[config.mk]
export PLATFORM = sky130hd
export DESIGN_NAME = midi_parser
export DESIGN_NICKNAME = d
export VERILOG_FILES = /design/src/rtl/midi_parser.sv
export SDC_FILE = /design/constraint.sdc
export NUM_CORES = 1
export LEC_CHECK = 0
export ABC_AREA = 0
export CAP_MARGIN = 20
export CORE_ASPECT_RATIO = 0.75
export CORE_MARGIN = 5
export CORE_UTILIZATION = 49
export DETAILED_ROUTE_END_ITERATION = 7
export PLACE_DENSITY_LB_ADDON = 0.1
export SLEW_MARGIN = 20
export SYNTH_ARGS = -nofsm -noshare
export SYNTH_HDL_FRONTEND = slang
export SYNTH_SLANG_ARGS = --single-unit
export TNS_END_PERCENT = 50
[constraint.sdc]
create_clock -name clk -period 1.7 [get_ports clk]
set_input_delay 0.255 -clock clk [delete_from_list [all_inputs] [get_ports clk]]
set_output_delay 0.255 -clock clk [all_outputs]
set_load 0.03 [all_outputs]
[src/rtl/midi_parser.sv]
// midi_parser: MIDI byte parser with running status driving a monophonic note/gate pair.
// Define MIDI_CHANNEL_FILTER_EN to execute only messages on CHANNEL; otherwise all channels are executed (omni).
module midi_parser #(
    parameter int CHANNEL        = 0,
    parameter int TIMEOUT_CYCLES = 1000000,
    parameter int TIMEOUT_BITS   = 20
) (
    input  logic       clk,
    input  logic       rst,
    input  logic [7:0] rx_data,
    input  logic       rx_valid,
    output logic [7:0] midi_data,
    output logic       midi_valid,
    output logic [6:0] velocity,
    output logic       note_on_pulse,
    output logic       note_off_pulse,
    output logic       err_pulse
);
    typedef enum logic [1:0] {IDLE, WAIT_D1, WAIT_D2, SYSEX} state_t;

    localparam logic [TIMEOUT_BITS-1:0] to_last = TIMEOUT_BITS'(TIMEOUT_CYCLES - 1);

    if (CHANNEL < 0 || CHANNEL > 15) begin : g_bad_channel
        $error("midi_parser: CHANNEL must be in 0..15");
    end
    if (TIMEOUT_BITS < 32 && (64'd1 << TIMEOUT_BITS) <= 64'(TIMEOUT_CYCLES)) begin : g_bad_timeout
        $error("midi_parser: TIMEOUT_BITS too narrow for TIMEOUT_CYCLES");
    end

    state_t                  state;
    logic [7:0]              status;
    logic [6:0]              d1;
    logic                    fresh;
    logic [TIMEOUT_BITS-1:0] cnt;
    logic                    rx_ok;
    logic                    is_chan;
    logic                    is_sys;
    logic                    one_byte;
    logic                    new_one_byte;
    logic                    timing;
    logic                    timeout;
    logic                    chan_ok;

    // real-time bytes (0xF8-0xFF) are invisible to everything below
    assign rx_ok        = rx_valid && !(&rx_data[7:3]);
    assign is_chan      = rx_data[7] && rx_data[7:4] != 4'hF;
    assign is_sys       = rx_data[7:4] == 4'hF;
    assign one_byte     = status[7:4] == 4'hC || status[7:4] == 4'hD;
    assign new_one_byte = rx_data[7:4] == 4'hC || rx_data[7:4] == 4'hD;
    assign timing       = state == WAIT_D2 || (state == WAIT_D1 && fresh);
    assign timeout      = timing && !rx_ok && cnt == to_last;
`ifdef MIDI_CHANNEL_FILTER_EN
    assign chan_ok = status[3:0] == 4'(CHANNEL);
`else
    assign chan_ok = 1'b1;
`endif

    always_ff @(posedge clk) begin
        if (rst) begin
            state          <= IDLE;
            status         <= '0;
            d1             <= '0;
            fresh          <= 1'b0;
            cnt            <= '0;
            midi_data      <= '0;
            midi_valid     <= 1'b0;
            velocity       <= '0;
            note_on_pulse  <= 1'b0;
            note_off_pulse <= 1'b0;
            err_pulse      <= 1'b0;
        end else begin
            note_on_pulse  <= 1'b0;
            note_off_pulse <= 1'b0;
            err_pulse      <= 1'b0;
            cnt            <= (timing && !rx_ok && !timeout) ? cnt + 1'b1 : '0;
            if (timeout) begin
                state     <= WAIT_D1;
                fresh     <= 1'b0;
                err_pulse <= 1'b1;
            end else if (rx_ok) begin
                if (is_chan) begin
                    status <= rx_data;
                    state  <= WAIT_D1;
                    fresh  <= !new_one_byte;
                end else if (is_sys) begin
                    status <= '0;
                    fresh  <= 1'b0;
                    state  <= rx_data == 8'hF0 ? SYSEX : IDLE;
                end else begin
                    case (state)
                        IDLE: err_pulse <= 1'b1;
                        WAIT_D1: begin
                            d1    <= rx_data[6:0];
                            fresh <= 1'b0;
                            state <= one_byte ? WAIT_D1 : WAIT_D2;
                        end
                        WAIT_D2: begin
                            state <= WAIT_D1;
                            if (chan_ok) begin
                                if (status[7:4] == 4'h9 && rx_data[6:0] != 7'h00) begin
                                    midi_data     <= {1'b0, d1};
                                    velocity      <= rx_data[6:0];
                                    midi_valid    <= 1'b1;
                                    note_on_pulse <= 1'b1;
                                end else if (status[7:4] == 4'h8 || status[7:4] == 4'h9) begin
                                    if (midi_valid && d1 == midi_data[6:0]) begin
                                        midi_valid     <= 1'b0;
                                        note_off_pulse <= 1'b1;
                                    end
                                end else if (status[7:4] == 4'hB && d1 == 7'h7B) begin
                                    midi_valid     <= 1'b0;
                                    note_off_pulse <= midi_valid;
                                end
                            end
                        end
                        default: ;
                    endcase
                end
            end
        end
    end
endmodule

==> impl_metrics.json, run 1 <==
{
  "status": "finished, violations left",
  "violations": "negative setup slack",
  "seq_area_frac_synth": 0.432,
  "synth-edff-count": 0,
  "rsz0062_at_grt": "true",
  "firstDrtPassIters": 4,
  "vias_per_cell": 5.33,
  "ant_nets": 0,
  "seqPwrFrac": 0.538,
  "io_pins": 30,
  "min_period_over_period": 1.01,
  "worstHoldPathType": "reg2reg",
  "gp_congestion": 0.831,
  "die_area_mm2": 0.00644,
  "p_per_area_mw_per_mm2": 722,
  "nFillCells": 394,
  "worstHoldPathCells": 2,
  "wl_met2_mm": 2.14,
  "fin_ws_ps": -17.6,
  "vdd_drop_max_v": 0.000510,
  "slew_viol_final": 0,
  "yosysTopAreaCellShare": 0.432,
  "clkLatencyLatePin_ps": 310,
  "layout_min_cycle_time_ps": 1720,
  "p_sw_mw": 0.542,
  "synth.most_common_cell": "dfxtp_1",
  "wire_per_inst_um": 14.4,
  "rr_worst_depth": 5,
  "drive_above_1_share": 0.198,
  "post-cts-setup-buffer-count": 0,
  "finalClockSkew_ps": 4.75,
  "place_area_mm2": 0.00309,
  "grt_max_degree": 29,
  "root_buffer": "clkbuf_8",
  "synth_ff_type": "dfxtp_1",
  "setup_viol": 20,
  "p_sw_frac": 0.234,
  "yosysWarnings": 0,
  "top_layer": "met4",
  "grt.overflow.total": 0,
  "antenna_found_initial": 0,
  "p_leak_nw": 1.19,
  "rrSetupSlack_ps": -20,
  "ctsHoldBuffers": 0,
  "diodes": 0,
  "worst_ep_arrival_time_ps": 1920,
  "clk_pin_slew_worst_paths_ps": 100,
  "start_util": 0.500,
  "crit_required_ps": 1900,
  "endpoint_kind": "flip-flop",
  "cts_sinks": 52,
  "tritoncts": "yes",
  "fmax_ghz": 0.582,
  "place_ws_ps": -151,
  "holdCritStartpoint": "fresh$_SDFFE_PP0P_",
  "r2r-start": "cnt[8]$_SDFF_PP0_",
  "post-route-util": 0.667,
  "m1WireLength_mm": 3.06,
  "wl_met3_um": 309,
  "die_y_um": 70.7,
  "combPwrFrac": 0.087,
  "synth_area_leaders": "dfxtp_1 43%, mux2i_1 8.7%, nor2_1 6.5%",
  "holdWs_ps": 496,
  "p_clk_frac": 0.375,
  "port_buffers": 28,
  "die_x_um": 91.0,
  "ys_ff_latch": 52,
  "grt_pass1_vias": 1909,
  "synthesis.instances": 257,
  "intPower_mw": 1.78,
  "synthesis.nets": 272,
  "dp_hpwl_mm": 4.08,
  "drt-initial-drc-count": 111,
  "core.rowCount": 22,
  "grt_first_pass_wirelength_mm": 9.45,
  "hold-path-endpoint": "fresh$_SDFFE_PP0P_",
  "layout.nets": 342,
  "clk_path_buf_depth": 2,
  "criticalPathCategory": "reg2reg",
  "htree_levels": 2,
  "synthTopCellsByCount": "52 x dfxtp_1, 42 x nor2_1, 21 x mux2i_1",
  "grtUsageTotal": 0.179,
  "syn_area_mm2": 0.00241,
  "cts_made_buffers": 5,
  "ys_types": 53,
  "drv_cap": 0,
  "postSynthAreaPerCell_um2": 9.38,
  "start_kind": "flip-flop",
  "path_max_fanout": 20,
  "synthToLayoutAreaGrowth_pct": 33.4,
  "drcViolationCount": 0,
  "vias": 2067,
  "async_flop_share": 0,
  "final_area_mm2": 0.00321,
  "core_area_mm2": 0.00482,
  "yosysTopAreaCell": "dfxtp_1",
  "hold_viol": 0,
  "timing.rr.end": "cnt[19]$_SDFF_PP0_",
  "wirelength_mm": 5.57
}
==> critical path: stages (launching register included) <==
cell and delay (ps):
dfxtp_1 320, or3b_1 370, or4_4 450, o2111ai_4 220, buf_12 180, a21oi_1 50
==> sequential cells by signal (all words and copies together) (netlist names) <==
name	cells
cnt	20
d1	7
err_pulse	1
fresh	1
midi_data	7
midi_valid	1
note_off_pulse	1
note_on_pulse	1
state	2
status	4
velocity	7
==> per-stage QoR <==
step                TNS [ps]  power (mW)  instances
CTS                     -166        2.33        388
detailed placement     -3320        1.47        380
global route           -1770        2.44        388
floorplan                  0        1.38        257
finish                  -213        2.32        388
global placement       -3280        1.47        380
==> cell type report <==
type / count / area [um^2] / share of cell area
multi-input cells: 187 / 1300 / 0.406
flip-flops and latches: 52 / 1050 / 0.326
repair buffers: 74 / 651 / 0.202
well taps: 60 / 75.1 / 0.0234
clock buffers: 6 / 72.6 / 0.0226
clock inverters: 2 / 38.8 / 0.0121
inverters: 7 / 26.3 / 0.00817
==> per-layer routing <==
metal	vias to the layer above	GRT usage
met1	952	0.300
met5	-	0
li1	1053	-
met3	6	0.0372
met4	0	0.0440
met2	56	0.224
==> power by group through the flow <==
stage / logic [mW] / registers [mW] / clock network, mW
after floorplan: 0.100 / 1.28 / 0
after detailed placement: 0.197 / 1.27 / 0
after global routing: 0.222 / 1.25 / 0.965
after global placement: 0.196 / 1.27 / 0
after CTS: 0.198 / 1.25 / 0.886
final: 0.203 / 1.25 / 0.870
==> cell usage in the layout (no fill, tap or decap), types with 2 or more instances in the layout <==
cell,instances
buf_12,2
or3_1,5
and2_1,2
xnor2_1,10
xor2_1,9
ha_1,2
o21ai_0,7
buf_4,44
clkbuf_8,5
nand4_1,9
inv_1,7
nor4_1,3
and4_1,2
nand3_1,10
dfxtp_2,2
nand4b_1,2
or4_1,2
and3_1,3
o21a_1,2
ha_4,2
a21oi_1,11
o31ai_1,4
nand3b_1,2
nor2_1,42
mux2i_1,21
a22oi_1,3
nand2_1,9
clkdlybuf4s50_1,28
dfxtp_1,49
==> how the worst max path moves through the flow <==
| stage | start | to | slack, ps |
|---|---|---|---|
| 2_1_floorplan | cnt[0]$_SDFF_PP0_ | cnt[18]$_SDFF_PP0_ | 10 |
| 3_3_place_gp | rx_data[7] | state[1]$_SDFFE_PP0P_ | -160 |
| 3_5_place_dp | rx_data[2] | midi_data[1]$_SDFFE_PP0P_ | -150 |
| 4_1_cts | cnt[8]$_SDFF_PP0_ | cnt[14]$_SDFF_PP0_ | -20 |
| 5_1_grt | cnt[8]$_SDFF_PP0_ | cnt[18]$_SDFF_PP0_ | -100 |
| 6_report | cnt[8]$_SDFF_PP0_ | cnt[19]$_SDFF_PP0_ | -20 |
==> logic make-up after synthesis <==
kind of cell / Yosys count / share of synthesized area
xor+xnor: 19 / 0.0691
compound gates: 38 / 0.110
fa+ha+maj: 4 / 0.0208
mux: 22 / 0.0919
simple gates: 103 / 0.233
flops: 52 / 0.432
other cells: 1 / 0.00156
buf+inv: 18 / 0.0421
==> timing repair <==
| action | 4_1_cts | 5_1_grt |
|---|---|---|
| pin swaps | 0 | 2 |
| gates resized for setup | 0 | 3 |
| endpoints found under the setup margin | 18 | 37 |
Note: power is estimated with default switching activity, not from simulation.
==> run 2: changes to the inputs <==
RECOVER_POWER = 100   (was unset)
==> run 2 against run 1 <==
Effect of this change:
- the flow still finishes with violations (negative setup slack)
- clock skew decreased by 0.67 ps
- maximum frequency decreased by 0.21%
- clock power increased by 0.5%
- largest power group unchanged
- first-iteration DRC count decreased by 1.8%
- total power about the same
- hold slack got worse by 2.2 ps
- sequential share of layout area increased by 0.23 points
- sequential power about the same
- wire length unchanged
- count of clock-buffer cells in the layout unchanged
- via count decreased by 0.53%
==> impl_metrics.json, run 2 (synthesis results as in run 1) <==
{
  "grt_max_degree": 29,
  "r2r-start": "cnt[8]$_SDFF_PP0_",
  "die_x_um": 91.0,
  "clk_pin_slew_worst_paths_ps": 100,
  "grt.overflow.total": 0,
  "io_pins": 30,
  "timing.rr.end": "cnt[14]$_SDFF_PP0_",
  "finalClockSkew_ps": 4.08,
  "port_buffers": 28,
  "antenna_found_initial": 0,
  "mostFrequentLayoutCells": "49 x dfxtp_1, 42 x nor2_1, 40 x buf_4",
  "clk_path_buf_depth": 2,
  "start_util": 0.500,
  "cts_sinks": 52,
  "place_area_mm2": 0.00309,
  "gp_congestion": 0.831,
  "drive_above_1_share": 0.189,
  "crit_required_ps": 1900,
  "core_area_mm2": 0.00482,
  "grt_pass1_vias": 1909,
  "tritoncts": "yes",
  "die_y_um": 70.7,
  "clkLatencyLatePin_ps": 310,
  "fmax_ghz": 0.581,
  "final_common_cell": "dfxtp_1",
  "status": "finished, violations left",
  "wire_per_inst_um": 14.4,
  "drv_cap": 0,
  "endpoint_kind": "flip-flop",
  "core.rowCount": 22,
  "wirelength_mm": 5.57,
  "diodes": 0,
  "fin_ws_ps": -21.1,
  "root_buffer": "clkbuf_8",
  "layout.nets": 342,
  "start_kind": "flip-flop",
  "vias_per_cell": 5.30,
  "p_per_area_mw_per_mm2": 727,
  "rrSetupSlack_ps": -20,
  "drt-initial-drc-count": 109,
  "slew_viol_final": 0,
  "power_mw": 2.32,
  "vias": 2056,
  "layout_min_cycle_time_ps": 1720,
  "synthToLayoutAreaGrowth_pct": 32.5,
  "vdd_drop_max_v": 0.000508,
  "violations": "negative setup slack",
  "ant_nets": 0,
  "ctsHoldBuffers": 0,
  "cp-startpoint": "cnt[8]$_SDFF_PP0_",
  "largest_register_ff_count": 20,
  "nFillCells": 403,
  "grt_first_pass_wirelength_mm": 9.45,
  "dp_hpwl_mm": 4.08,
  "cp-endpoint": "cnt[14]$_SDFF_PP0_",
  "rr_worst_depth": 5,
  "post-cts-setup-buffer-count": 0,
  "hold_viol": 0,
  "min_period_over_period": 1.01,
  "htree_levels": 2,
  "rsz0062_at_grt": "true",
  "worstHoldPathType": "reg2reg",
  "final_area_mm2": 0.00319,
  "drcViolationCount": 0,
  "grtUsageTotal": 0.179,
  "criticalPathCategory": "reg2reg",
  "firstDrtPassIters": 4,
  "path_max_fanout": 20,
  "die_area_mm2": 0.00644,
  "cts_made_buffers": 5,
  "largest-register": "cnt",
  "worst_ep_arrival_time_ps": 1920,
  "setup_viol": 20,
  "p_leak_nw": 1.19
}
==> run 2: cell count changes in the layout (fill, tap and decap cells not counted) <==
cell,before,now
clkbuf_1,1,4
buf_4,44,40
clkbuf_2,0,1
dlygate4sd3_1,0,5
buf_12,2,1
buf_6,0,1
clkdlybuf4s50_1,28,23
==> run 2: metrics by stage <==
stage | cells | hold slack [ps] | util | TNS (ps) | worst slack (ps)
2_1_floorplan | 257 | 399 | - | 0 | 9.80
3_3_place_gp | 380 | 470 | 0.641 | -3280 | -158
3_5_place_dp | 380 | 477 | 0.641 | -3320 | -151
4_1_cts | 388 | 492 | 0.664 | -166 | -20.3
5_1_grt | 388 | 520 | 0.663 | -1880 | -103
6_report | 388 | 493 | 0.663 | -214 | -21.1
==> run 2: how the worst min path moves through the flow <==
stage	startpoint	to	slack, ps	depth (start not counted)
2_1_floorplan	rx_data[0]	d1[0]$_SDFFE_PP0P_	400	2
3_3_place_gp	cnt[18]$_SDFF_PP0_	cnt[18]$_SDFF_PP0_	470	2
3_5_place_dp	cnt[18]$_SDFF_PP0_	cnt[18]$_SDFF_PP0_	480	2
4_1_cts	cnt[18]$_SDFF_PP0_	cnt[18]$_SDFF_PP0_	490	2
5_1_grt	fresh$_SDFFE_PP0P_	fresh$_SDFFE_PP0P_	520	2
6_report	cnt[18]$_SDFF_PP0_	cnt[18]$_SDFF_PP0_	490	2
==> run 2: power by group <==
part           internal, mW  switching, mW
Combinational        0.0960          0.103
Clock                 0.446          0.428
Sequential             1.23         0.0151
Total                  1.77          0.546
==> run 2: layout make-up <==
class,count,area [um^2],area share
clock buffers,6,72.6,0.0227
inverters,7,26.3,0.00823
clock inverters,2,38.8,0.0122
multi-input cells,187,1300,0.408
well taps,60,75.1,0.0235
repair buffers,74,628,0.197
flip-flops and latches,52,1050,0.328
==> run 2: what timing repair did <==
item,CTS,global route
pin swaps,0,2
endpoints found under the setup margin,18,37
resized for setup,0,3
==> run 2: worst max-delay path, stage by stage, from the launching register on <==
cell,delay [ps]
dfxtp_1,320
or3b_1,370
or4_4,450
o2111ai_4,220
buf_12,190
a21oi_1,50
==> run 2: per-layer routing <==
metal | part of all wire | vias to the layer above | global-route usage
met3 | 0.049 | 6 | 0.0372
met1 | 0.56 | 943 | 0.300
met2 | 0.38 | 53 | 0.224
li1 | - | 1054 | -
met5 | 0 | - | 0
met4 | 0.011 | 0 | 0.0440
==> run 3: changes to the inputs <==
CELL_PAD_IN_SITES_DETAIL_PLACEMENT = 0   (was unset)
CELL_PAD_IN_SITES_GLOBAL_PLACEMENT = 2   (was unset)
CORE_UTILIZATION = 31   (was 49)
==> run 3 against run 2 <==
Effect of this change:
- the flow still finishes with violations (negative setup slack)
- clock power grew 4.5%
- core utilization shrank 22 points
- combinational power grew 3%
- critical path depth is the same
- cell count grew 11%
- critical endpoint is now cnt[19]$_SDFF_PP0_
- largest power group unchanged
- highest routed layer unchanged
==> impl_metrics.json, run 3 (synthesis results as in run 1) <==
{
  "layout_min_cycle_time_ps": 1740,
  "p_sw_mw": 0.551,
  "start_kind": "flip-flop",
  "criticalPathCategory": "reg2reg",
  "layout.nets": 344,
  "drive_above_1_share": 0.212,
  "diodes": 0,
  "core_area_mm2": 0.00747,
  "root_buffer": "clkbuf_8",
  "clk_pin_slew_worst_paths_ps": 100,
  "cts_made_buffers": 5,
  "antenna_found_initial": 0,
  "grt_pass1_vias": 2004,
  "wirelength_mm": 6.12,
  "power_mw": 2.37,
  "die_area_mm2": 0.00965,
  "slew_viol_final": 0,
  "mostFrequentLayoutCells": "48 x dfxtp_1, 42 x nor2_1, 41 x buf_4",
  "die_y_um": 86.4,
  "synthToLayoutAreaGrowth_pct": 36.3,
  "clk_path_buf_depth": 2,
  "ctsHoldBuffers": 0,
  "dp_hpwl_mm": 4.62,
  "nFillCells": 746,
  "violations": "negative setup slack",
  "worst_ep_arrival_time_ps": 1940,
  "p_per_area_mw_per_mm2": 720,
  "vias_per_cell": 4.83,
  "htree_levels": 2,
  "path_max_fanout": 20,
  "place_area_mm2": 0.00317,
  "fin_ws_ps": -40.5,
  "post-route-util": 0.440,
  "gp_congestion": 0.830,
  "endpoint_kind": "flip-flop",
  "vias": 2081,
  "hold_viol": 0,
  "status": "finished, violations left",
  "port_buffers": 28,
  "wire_per_inst_um": 14.2,
  "core.rowCount": 27,
  "largest-register": "cnt",
  "die_x_um": 112,
  "drt-initial-drc-count": 67,
  "grtUsageTotal": 0.130,
  "p_sw_frac": 0.233,
  "fmax_ghz": 0.575,
  "vdd_drop_max_v": 0.000407,
  "clkLatencyLatePin_ps": 300,
  "tritoncts": "yes",
  "drcViolationCount": 0,
  "combPwrFrac": 0.087,
  "grt_max_degree": 29,
  "firstDrtPassIters": 4,
  "grt.overflow.total": 0,
  "intPower_mw": 1.81,
  "place_inst": 423,
  "final_common_cell": "dfxtp_1",
  "grt_first_pass_wirelength_mm": 10.2,
  "ant_nets": 0,
  "crit_required_ps": 1900,
  "rsz0062_at_grt": "true",
  "drv_cap": 0,
  "final_area_mm2": 0.00328,
  "seqPwrFrac": 0.527,
  "largest_register_ff_count": 20,
  "fin_cells": 431,
  "setup_viol": 24,
  "io_pins": 30,
  "cts_sinks": 52,
  "start_util": 0.323,
  "place_ws_ps": -214,
  "p_clk_frac": 0.386,
  "finalClockSkew_ps": 3.67,
  "worstHoldPathType": "reg2reg",
  "p_leak_nw": 1.21,
  "min_period_over_period": 1.02
}
run 3: worst max-delay path, stage by stage (launching register included):
cell       delay, ps
dfxtp_2          330
or3b_4           380
or4_4            450
o2111ai_4        220
buf_12           190
a21oi_1           50
run 3: cell type report:
class                   instances  area (um^2)  area share
inverters                       7         26.3     0.00800
repair buffers                 76          649       0.198
multi-input cells             187         1310       0.400
flip-flops and latches         52         1050       0.319
clock inverters                 2         38.8      0.0118
clock buffers                   6         82.6      0.0251
well taps                     101          126      0.0385
run 3: power groups by stage:
stage / clock [mW] / combinational (mW) / sequential [mW]
floorplan: 0 / 0.100 / 1.28
global placement: 0 / 0.206 / 1.27
detailed placement: 0 / 0.205 / 1.27
CTS: 0.951 / 0.205 / 1.25
global route: 0.999 / 0.225 / 1.25
finish: 0.913 / 0.205 / 1.25
run 3: worst paths after layout:
kind	endpoint	cells past startpoint	startpoint	slack, ps
worst max register to register	cnt[19]$_SDFF_PP0_	5	cnt[8]$_SDFF_PP0_	-40
worst min register to register	cnt[18]$_SDFF_PP0_	2	cnt[18]$_SDFF_PP0_	500
worst min-delay path	cnt[18]$_SDFF_PP0_	2	cnt[18]$_SDFF_PP0_	500
worst max-delay path	cnt[19]$_SDFF_PP0_	5	cnt[8]$_SDFF_PP0_	-40
run 3: timing repair:
item / CTS / global route
buffers inserted: 0 / 0
resized for setup: 0 / 9
pin swaps: 0 / 3
endpoints found under the setup margin: 24 / 39
run 3: stage by stage:
step	setup TNS, ps	hold WS [ps]
global route	-2820	511
global placement	-6270	478
floorplan	0	399
CTS	-480	496
finish	-691	498
detailed placement	-5880	482
run 3: per-layer routing:
layer | routed length (um) | part of all wire | track usage | vias to the layer above
met5 | 0 | 0 | 0 | -
met4 | 40 | 0.0065 | 0.0309 | 0
met3 | 271 | 0.044 | 0.0300 | 4
met2 | 2250 | 0.37 | 0.168 | 35
met1 | 3560 | 0.58 | 0.210 | 980
li1 | - | - | - | 1062
